<file path="src/rtl/uart_pkg.sv">
// Shared definitions for the UART packet controller and future framers:
// parser states, default sync marker and the checksum fold step.
package uart_pkg;

    typedef enum logic [2:0] {
        ST_IDLE,
        ST_LEN,
        ST_PAYLOAD,
        ST_CHECK,
        ST_DRAIN
    } pkt_state_t;

    localparam logic [7:0] SYNC_BYTE_DEFAULT = 8'hA5;

    // One step of the running XOR checksum.
    function automatic logic [7:0] xor_fold(input logic [7:0] acc, input logic [7:0] data);
        return acc ^ data;
    endfunction

endpackage

</file>
<file path="src/rtl/uart_packet_ctrl_if.sv">
// Payload stream from the packet controller to the BPSK transmit path.
interface uart_packet_ctrl_if #(
    parameter int MAX_LEN = 16
);
    localparam int LEN_W = $clog2(MAX_LEN + 1);

    logic [7:0]       pkt_data;
    logic             pkt_valid;
    logic             pkt_ready;
    logic             pkt_last;
    logic [LEN_W-1:0] pkt_len;

    modport master (output pkt_data, output pkt_valid, output pkt_last, output pkt_len,
                    input pkt_ready);
    modport slave  (input pkt_data, input pkt_valid, input pkt_last, input pkt_len,
                    output pkt_ready);
endinterface

</file>
<file path="src/rtl/pkt_buffer_ram.sv">
// Payload buffer: register array with one synchronous write port and one
// combinational read port. Contents are not reset.
module pkt_buffer_ram #(
    parameter int DEPTH  = 16,
    parameter int ADDR_W = 4
) (
    input  logic              clk,
    input  logic              we,
    input  logic [ADDR_W-1:0] waddr,
    input  logic [7:0]        wdata,
    input  logic [ADDR_W-1:0] raddr,
    output logic [7:0]        rdata
);
    logic [7:0] mem [DEPTH];

    always_ff @(posedge clk) begin
        if (we) begin
            mem[waddr] <= wdata;
        end
    end

    assign rdata = mem[raddr];
endmodule

</file>
<file path="src/rtl/uart_packet_ctrl.sv">
// Hunts for SYNC_BYTE, frames a length-prefixed XOR-checked packet into a
// local buffer and replays the validated payload over valid/ready.
module uart_packet_ctrl
    import uart_pkg::*;
#(
    parameter logic [7:0] SYNC_BYTE = SYNC_BYTE_DEFAULT,
    parameter int         MAX_LEN   = 16,
    parameter int         TIMEOUT   = 64
) (
    input  logic                      clk_baud,
    input  logic                      rst_n,
    input  logic [7:0]                uart_word,
    input  logic                      uart_ready,
    uart_packet_ctrl_if.master        pkt,
    output logic                      err_chk,
    output logic                      err_len,
    output logic                      err_timeout,
    output logic                      drop
);
    localparam int LEN_W = $clog2(MAX_LEN + 1);
    localparam int IDX_W = (MAX_LEN > 1) ? $clog2(MAX_LEN) : 1;
    localparam int CNT_W = (TIMEOUT > 1) ? $clog2(TIMEOUT) : 1;

    pkt_state_t       state, state_n;
    logic [LEN_W-1:0] len_q, len_n;
    logic [IDX_W-1:0] wr_idx, wr_idx_n, rd_idx, rd_idx_n;
    logic [7:0]       xor_q, xor_n;
    logic [CNT_W-1:0] cnt_q, cnt_n;
    logic             we;
    logic [7:0]       rdata;
    logic [7:0]       data_q, data_n;
    logic             valid_q, valid_n, last_q, last_n;
    logic             err_chk_n, err_len_n, err_to_n, drop_n;

    pkt_buffer_ram #(.DEPTH(MAX_LEN), .ADDR_W(IDX_W)) u_buf (
        .clk   (clk_baud),
        .we    (we),
        .waddr (wr_idx),
        .wdata (uart_word),
        .raddr (rd_idx_n),
        .rdata (rdata)
    );

    always_ff @(posedge clk_baud) begin
        if (!rst_n) begin
            state       <= ST_IDLE;
            len_q       <= '0;
            wr_idx      <= '0;
            rd_idx      <= '0;
            xor_q       <= '0;
            cnt_q       <= '0;
            data_q      <= '0;
            valid_q     <= 1'b0;
            last_q      <= 1'b0;
            err_chk     <= 1'b0;
            err_len     <= 1'b0;
            err_timeout <= 1'b0;
            drop        <= 1'b0;
        end else begin
            state       <= state_n;
            len_q       <= len_n;
            wr_idx      <= wr_idx_n;
            rd_idx      <= rd_idx_n;
            xor_q       <= xor_n;
            cnt_q       <= cnt_n;
            data_q      <= data_n;
            valid_q     <= valid_n;
            last_q      <= last_n;
            err_chk     <= err_chk_n;
            err_len     <= err_len_n;
            err_timeout <= err_to_n;
            drop        <= drop_n;
        end
    end

    always_comb begin
        state_n   = state;
        len_n     = len_q;
        wr_idx_n  = wr_idx;
        rd_idx_n  = rd_idx;
        xor_n     = xor_q;
        cnt_n     = '0;
        we        = 1'b0;
        err_chk_n = 1'b0;
        err_len_n = 1'b0;
        err_to_n  = 1'b0;
        drop_n    = 1'b0;

        unique case (state)
            ST_IDLE: begin
                if (uart_ready && uart_word == SYNC_BYTE) begin
                    state_n = ST_LEN;
                end
            end
            ST_LEN: begin
                if (uart_ready) begin
                    if (uart_word >= 8'd1 && uart_word <= 8'(MAX_LEN)) begin
                        len_n    = LEN_W'(uart_word);
                        xor_n    = uart_word;
                        wr_idx_n = '0;
                        state_n  = ST_PAYLOAD;
                    end else begin
                        err_len_n = 1'b1;
                        state_n   = ST_IDLE;
                    end
                end
            end
            ST_PAYLOAD: begin
                if (uart_ready) begin
                    we       = 1'b1;
                    xor_n    = xor_fold(xor_q, uart_word);
                    wr_idx_n = wr_idx + IDX_W'(1);
                    if (LEN_W'(wr_idx) == len_q - LEN_W'(1)) begin
                        state_n = ST_CHECK;
                    end
                end
            end
            ST_CHECK: begin
                if (uart_ready) begin
                    if (uart_word == xor_q) begin
                        rd_idx_n = '0;
                        state_n  = ST_DRAIN;
                    end else begin
                        err_chk_n = 1'b1;
                        state_n   = ST_IDLE;
                    end
                end
            end
            ST_DRAIN: begin
                drop_n = uart_ready;
                if (valid_q && pkt.pkt_ready) begin
                    rd_idx_n = rd_idx + IDX_W'(1);
                    if (last_q) begin
                        state_n = ST_IDLE;
                    end
                end
            end
            default: state_n = ST_IDLE;
        endcase

        // Inter-byte watchdog; an arriving byte always beats expiry.
        if (state == ST_LEN || state == ST_PAYLOAD || state == ST_CHECK) begin
            if (uart_ready) begin
                cnt_n = '0;
            end else if (cnt_q == CNT_W'(TIMEOUT - 1)) begin
                err_to_n = 1'b1;
                state_n  = ST_IDLE;
            end else begin
                cnt_n = cnt_q + CNT_W'(1);
            end
        end
    end

    always_comb begin
        valid_n = (state_n == ST_DRAIN);
        last_n  = valid_n && (LEN_W'(rd_idx_n) == len_n - LEN_W'(1));
        data_n  = valid_n ? rdata : 8'h00;
    end

    assign pkt.pkt_data  = data_q;
    assign pkt.pkt_valid = valid_q;
    assign pkt.pkt_last  = last_q;
    assign pkt.pkt_len   = len_q;
endmodule

</file>
<file path="src/flat_wrapper.sv">
// flat-port wrapper written by rule: the top's interface ports become plain ports
module uart_packet_ctrl_flat import uart_pkg::*;
#(
    parameter logic [7:0] SYNC_BYTE = SYNC_BYTE_DEFAULT,
    parameter int         MAX_LEN   = 16,
    parameter int         TIMEOUT   = 64
)
  (clk_baud, rst_n, uart_word, uart_ready, err_chk, err_len, err_timeout, drop, pkt_pkt_data, pkt_pkt_valid, pkt_pkt_last, pkt_pkt_len, pkt_pkt_ready);
  uart_packet_ctrl_if #(.MAX_LEN(MAX_LEN)) pkt_i ();
  input  logic clk_baud;
  input  logic rst_n;
  input  logic [7:0] uart_word;
  input  logic uart_ready;
  output logic err_chk;
  output logic err_len;
  output logic err_timeout;
  output logic drop;
  output wire logic [$bits(pkt_i.pkt_data)-1:0] pkt_pkt_data;
  output wire logic [$bits(pkt_i.pkt_valid)-1:0] pkt_pkt_valid;
  output wire logic [$bits(pkt_i.pkt_last)-1:0] pkt_pkt_last;
  output wire logic [$bits(pkt_i.pkt_len)-1:0] pkt_pkt_len;
  input wire logic [$bits(pkt_i.pkt_ready)-1:0] pkt_pkt_ready;
  assign pkt_pkt_data = pkt_i.pkt_data;
  assign pkt_pkt_valid = pkt_i.pkt_valid;
  assign pkt_pkt_last = pkt_i.pkt_last;
  assign pkt_pkt_len = pkt_i.pkt_len;
  assign pkt_i.pkt_ready = pkt_pkt_ready;
  uart_packet_ctrl #(.SYNC_BYTE(SYNC_BYTE), .MAX_LEN(MAX_LEN), .TIMEOUT(TIMEOUT)) u_core (.clk_baud(clk_baud), .rst_n(rst_n), .uart_word(uart_word), .uart_ready(uart_ready), .pkt(pkt_i), .err_chk(err_chk), .err_len(err_len), .err_timeout(err_timeout), .drop(drop));
endmodule
</file>
<file path="config.mk">
export PLATFORM = sky130hd
export DESIGN_NAME = uart_packet_ctrl_flat
export DESIGN_NICKNAME = d
export VERILOG_FILES = /design/src/rtl/uart_pkg.sv /design/src/rtl/uart_packet_ctrl_if.sv /design/src/rtl/pkt_buffer_ram.sv /design/src/rtl/uart_packet_ctrl.sv /design/src/flat_wrapper.sv
export SDC_FILE = /design/constraint.sdc
export NUM_CORES = 1
export LEC_CHECK = 0
export ABC_CLOCK_PERIOD_IN_PS = 3500
export BUFFER_PORTS_ARGS = -buffer_cell sky130_fd_sc_hd__buf_2
export CAP_MARGIN = 20
export CORE_MARGIN = 2
export CORE_UTILIZATION = 60
export DETAILED_ROUTE_END_ITERATION = 10
export PLACE_DENSITY = 0.88
export SLEW_MARGIN = 30
export SYNTH_ARGS = -nofsm -noshare
export SYNTH_HDL_FRONTEND = slang
export SYNTH_HIERARCHICAL = 1
export SYNTH_SLANG_ARGS = --single-unit
</file>
<file path="constraint.sdc">
create_clock -name clk_baud -period 3.5 [get_ports clk_baud]
set_input_delay 0.525 -clock clk_baud [delete_from_list [all_inputs] [get_ports clk_baud]]
set_output_delay 0.525 -clock clk_baud [all_outputs]
set_load 0.005 [all_outputs]
</file>
# Word level (Yosys, flattened, before mapping)
# Memories as Yosys holds them, arrays and structs flattened. A register that Yosys moved wholly into a read port is not among the register bits.
# Index checks and enable logic that the tools add are counted.
# word_totals
regBits,36
ramBits,128
inputBits,12
out_inout_bits,19
wordCells,87
memories,1
# classes
add_sub_neg,5
magnitude_cmp,2
eq_ne,13
muxes,35
bitwise_logic,3
reduce_logical,16
# memory_table
name,depth,width,read_ports,rd_ports_with_merged_regs,wr,line_no,source
u_core.u_buf.mem,16,8,1,1,1,pkt_buffer_ram.sv:14,logic [7:0] mem [DEPTH];
# ops
cell,n
$mux W3,11
$mux W4,6
$mux W8,3
$pmux W4 S2,2
$pmux W8 S2,1
$mux W5,3
$pmux W3 S5,1
$eq A4 B5 Y1,2
$sub A5 B1 Y5 const B,2
$add A4 B1 Y4 const B,2
$eq A8 B8 Y1,1
$eq A8 B8 Y1 const B,1
$ge A8 B1 Y1 const B,1
$le A8 B5 Y1 const B,1
$xor A8 B8 Y8,1
$mux W1,7
$add A6 B1 Y6 const B,1
$eq A3 B2 Y1 const B,2
$eq A3 B3 Y1 const B,2
$eq A6 B6 Y1 const B,1
$reduce_and A3 Y1,2
$logic_and A1 B1 Y1,4
$ne A2 B2 Y1 const B,2
$reduce_and A2 Y1,2
11 further kinds,13

# Longest topological paths before layout
# logic_depth
depth_word,11
ltp_mapped,12
ltp_nobuf,10

# Hierarchy
# The synthesis kept the hierarchy.
# modules_own_cells
module,n_inst,cells_per_inst,area_per_inst_um2,seq_area_each_um2
pkt_buffer_ram,1,221,4987.3,3843.7
uart_packet_ctrl,1,264,2367.3,880.8

# Worst setup path after synthesis
# OpenSTA, ideal clock, no wires.
# synth_timing
kind,input port to flip-flop
from,input port pkt_pkt_ready
to,register u_core.data_q[1] (netlist: u_core/pkt.pkt_data[1]) (read register of u_core.u_buf.mem)
setup_ns,0.115
arrival_time_ns,2.498
required_time_ns,3.385
path_slack_ns,0.888
cell_stages,11
path_buffers,3
path_cell_list,and2_1 > and2_1 > buf_2 > xnor2_2 > a31oi_1 > buf_6 > buf_6 > mux4_1 > a22oi_1 > nand2_1 > and2_1
# synth_via
word_cells_on_any_way,11
classes_between,1 x eq/ne; 7 x mux; 3 x reduce/logical
# synth_rtl
element,line_no,source
from (decl),flat_wrapper.sv:22,input wire logic [$bits(pkt_i.pkt_ready)-1:0] pkt_pkt_ready;
$logic_and A1 B1 Y1,uart_packet_ctrl.sv:131,if (valid_q && pkt.pkt_ready) begin
$mux W4,uart_packet_ctrl.sv:131,
$pmux W4 S2,uart_packet_ctrl.sv:89,unique case (state)
named net u_core.rd_idx_n[0],uart_packet_ctrl.sv:26,"logic [IDX_W-1:0] wr_idx, wr_idx_n, rd_idx, rd_idx_n;"
to (decl),uart_packet_ctrl.sv:31,"logic [7:0] data_q, data_n;"
# The timed path passes the listed nets, and every way through them passes these cells.
# A chain may end at the register's enable or synchronous reset.

# Final worst setup path
# layout_timing
from,register u_core.state[2]
to,register u_core.data_q[3] (netlist: u_core/pkt.pkt_data[3]) (read register of u_core.u_buf.mem)
# layout_via
word_cells_on_any_way,22
classes_between,5 x eq/ne; 12 x mux; 5 x reduce/logical
# layout_rtl
element,line_no,source
from (decl),uart_packet_ctrl.sv:24,"pkt_state_t state, state_n;"
from (signal assigned),uart_packet_ctrl.sv:60,state <= state_n;
$eq A3 B3 Y1 / $eq A3 B2 Y1 (equally long branches),uart_packet_ctrl.sv:89,
$pmux W4 S2 (*),uart_packet_ctrl.sv:89,
named net u_core.rd_idx_n[0],uart_packet_ctrl.sv:26,
# Mark *: on every way through the listed nets, which the timed path passes. The rest lies on a longest branch.

==> flow_summary.toml <==
[pwr]
combPwrFrac_pct = 1.9
pwr-share-seq_pct = 51.9
finalPower_w = 0.004213
cellPowerDensity_mw_per_mm2 = 507.1
leakagePower_nw = 2.867
ir_drop_uv = 372.4
pwr-share-clk_pct = 46.2
power_switching_w = 0.0008669
switching_share_pct = 20.58
p_int_w = 0.003346

[finish]
fin_area_mm2 = 0.008308
diodes = 0
drive_gt1_share_pct = 20.59
synthToLayoutAreaGrowth_pct = 12.96
layout.nets = 548
fin_util_pct = 69.17
fillers = 764

[synthesis]
syn_inst = 485
synth-main-ff-cell = "edfxtp_1"
synth_nets = 502
ys_seq_area_share_pct = 64.24
synth_common_cells = "edfxtp_1, dfxtp_1, nor2_1"
syn_avg_cell_area_um2 = 15.16
ys.warnings.count = 6
synth-edff-count = 128
yosys.area.top_type = "edfxtp_1"
synthDistinctLibCells = 57
ys_ff_latch = 172
synthArstFlopShare_pct = 0
yosysTopAreaCellShare_pct = 52.26
synth_area_mm2 = 0.007355
yosys-top-cells-area = "edfxtp_1, dfxtp_1, mux4_2, mux4_1, xor2_1"
yosysMostFrequentCell = "edfxtp_1"

[global_route]
antenna_found_initial = 0
grt_start_max_net_pins = 33
grt_usage_pct = 26.22
overflow = 0
grt_pass1_vias = 4448
grt_pass1_wl_um = 24830

[sta]
hold_viol = 0
fin_worst_skew_ns = 0.006344
max_freq_mhz = 315.0
period_needed_ns = 3.175
tightest_slew_ns = 0.9594
finalSetupTns_ns = 0
slew_headroom_pct = 35.80
slew_viol_final = 0
whs_ns = 0.4146
setup_viol = 0
min_period_over_period_pct = 90.70
rsz0062_at_grt = "no"

[route]
remaining_drc_errors = 0
wl_per_cell_um = 23.05
drt_iter0_drc = 483
first_pass_iters = 5
num_vias = 4417
drt_wl_total_um = 15930
via_per_inst = 6.392
antenna_left = 0

[placement]
portBuffers = 30
place.detailed.hpwl_um = 9976
routabilityCongestion = 0.9056
post_dp_cell_area_mm2 = 0.007694

[clock_network]
cts_root_buffer = "clkbuf_16"
htreeDepth = 4
cts_tree = "built"
clock_latency_ns = 0.43
clk_pin_slew_ns = 0.07
cts_resized = 0
cts_made_buffers = 17
postCtsHoldBufs = 0
cts_sinks = 172
cts_buffer_depth = 2
post_cts_buffers = 0

[setup_path]
path_max_fanout = 32
cp-startpoint = "u_core/state[2]"
cp_slowest_stage_delay_ns = 0.66
worstReg2RegStart = "u_core/state[2]"
critPathKind = "reg -> reg"
crit_chain = "nor3b_2, and2_1, xnor2_2, a31oi_4, buf_12, mux4_1, a22oi_1, nand2_1, and2_1"
slowest_stage = "mux4_1"
cp_common_cell = "and2_1"
required_ns = 3.82
end_kind = "register"
critPathTopFamily = "simple AND/OR/NAND/NOR gates"
arrival_ns = 3.49
cp.buffers_inverters = 1
crit_path_start_kind = "register"

[floorplan]
ioPinCount = 31
die_w_um = 114.7
rows = 40
die_h_um = 114.7
die_area_mm2 = 0.01316
core_mm2 = 0.01201
start_util_pct = 61.23

[hold_path]
min_from = "uart_word[3]"
hold_path_class = "in -> reg"

[outcome]
status = "finished clean"

[flow_run]
cap_violations = 0
[power by group through the flow]
| stage | clock network (W) | logic [W] | registers [W] |
|---|---|---|---|
| 2_1_floorplan | 0 | 0.0000319 | 0.00223 |
| 3_3_place_gp | 0 | 0.0000731 | 0.00223 |
| 3_5_place_dp | 0 | 0.0000779 | 0.00223 |
| 4_1_cts | 0.00197 | 0.0000789 | 0.00219 |
| 5_1_grt | 0.00205 | 0.0000857 | 0.00218 |
| 6_report | 0.00195 | 0.0000798 | 0.00219 |
[cell type report]
cell class                      instances  area (um2)  area share, %
Sequential cell                       172        4725          56.87
Multi-Input combinational cell        281        2439          29.35
Clock buffer                           18       429.2          5.166
Timing Repair Buffer                   50       312.8          3.765
Clock inverter                         14       185.2          2.229
Tap cell                              147       183.9          2.214
Inverter                                9       33.78         0.4066
[worst paths after layout]
path	to	slack, ns	cells past startpoint
worst min register to register	u_core/cnt_q[0]	0.44	1
worst min-delay path	u_core/u_buf/mem[0][3]	0.41	1
worst max-delay path	u_core/pkt.pkt_data[3]	0.33	9
worst max register to register	u_core/pkt.pkt_data[3]	0.33	9
[logic make-up (layout without fill, tap and decap cells)]
group,count (synthesis),count (layout),synth area share [%]
multiplexers,36,36,11.08
flip-flops,172,172,64.24
buffers and inverters,32,91,2.807
AO/OA/AOI/OAI,49,49,4.934
AND/OR/NAND/NOR,155,155,11.70
XOR/XNOR,36,36,4.389
adder cells (fa/ha/maj),5,5,0.8506
[flip-flops by register name, indices dropped and copies added, names as in the netlist]
name                  cells
u_core/wr_idx             4
u_core/cnt_q              6
u_core/err_timeout        1
u_core/pkt.pkt_valid      1
u_core/pkt.pkt_len        5
u_core/drop               1
u_core/rd_idx             4
u_core/state              3
u_core/u_buf/mem        128
u_core/err_chk            1
u_core/err_len            1
u_core/xor_q              8
u_core/pkt.pkt_data       8
u_core/pkt.pkt_last       1
[through the flow]
stage / worst slack (ns) / instances
global placement: 0.3629 / 659
CTS: 0.3513 / 691
global route: 0.2007 / 691
floorplan: 0.8875 / 485
detailed placement: 0.3045 / 659
finish: 0.3255 / 691
[layer usage]
| layer | track usage [%] | wire, um |
|---|---|---|
| met1 | 33.37 | 6207 |
| met5 | 0 | 0 |
| met2 | 43.39 | 8064 |
| met4 | 10.76 | 446 |
| met3 | 6.829 | 1212 |
[placed cells by master (no fill, tap or decap), types with 7 or more instances in the layout]
master and count:
xnor2_1 10, a21oi_1 7, nor2_1 34, buf_4 19, mux4_1 14, clkbuf_16 17
xor2_1 25, nor2b_1 8, inv_1 9, nand3_1 17, a22oi_1 16, buf_2 30
and2_1 25, nand2_1 33, and3_1 9, dfxtp_1 44, edfxtp_1 128, mux4_2 18
Power figures use the tool's default switching activity.
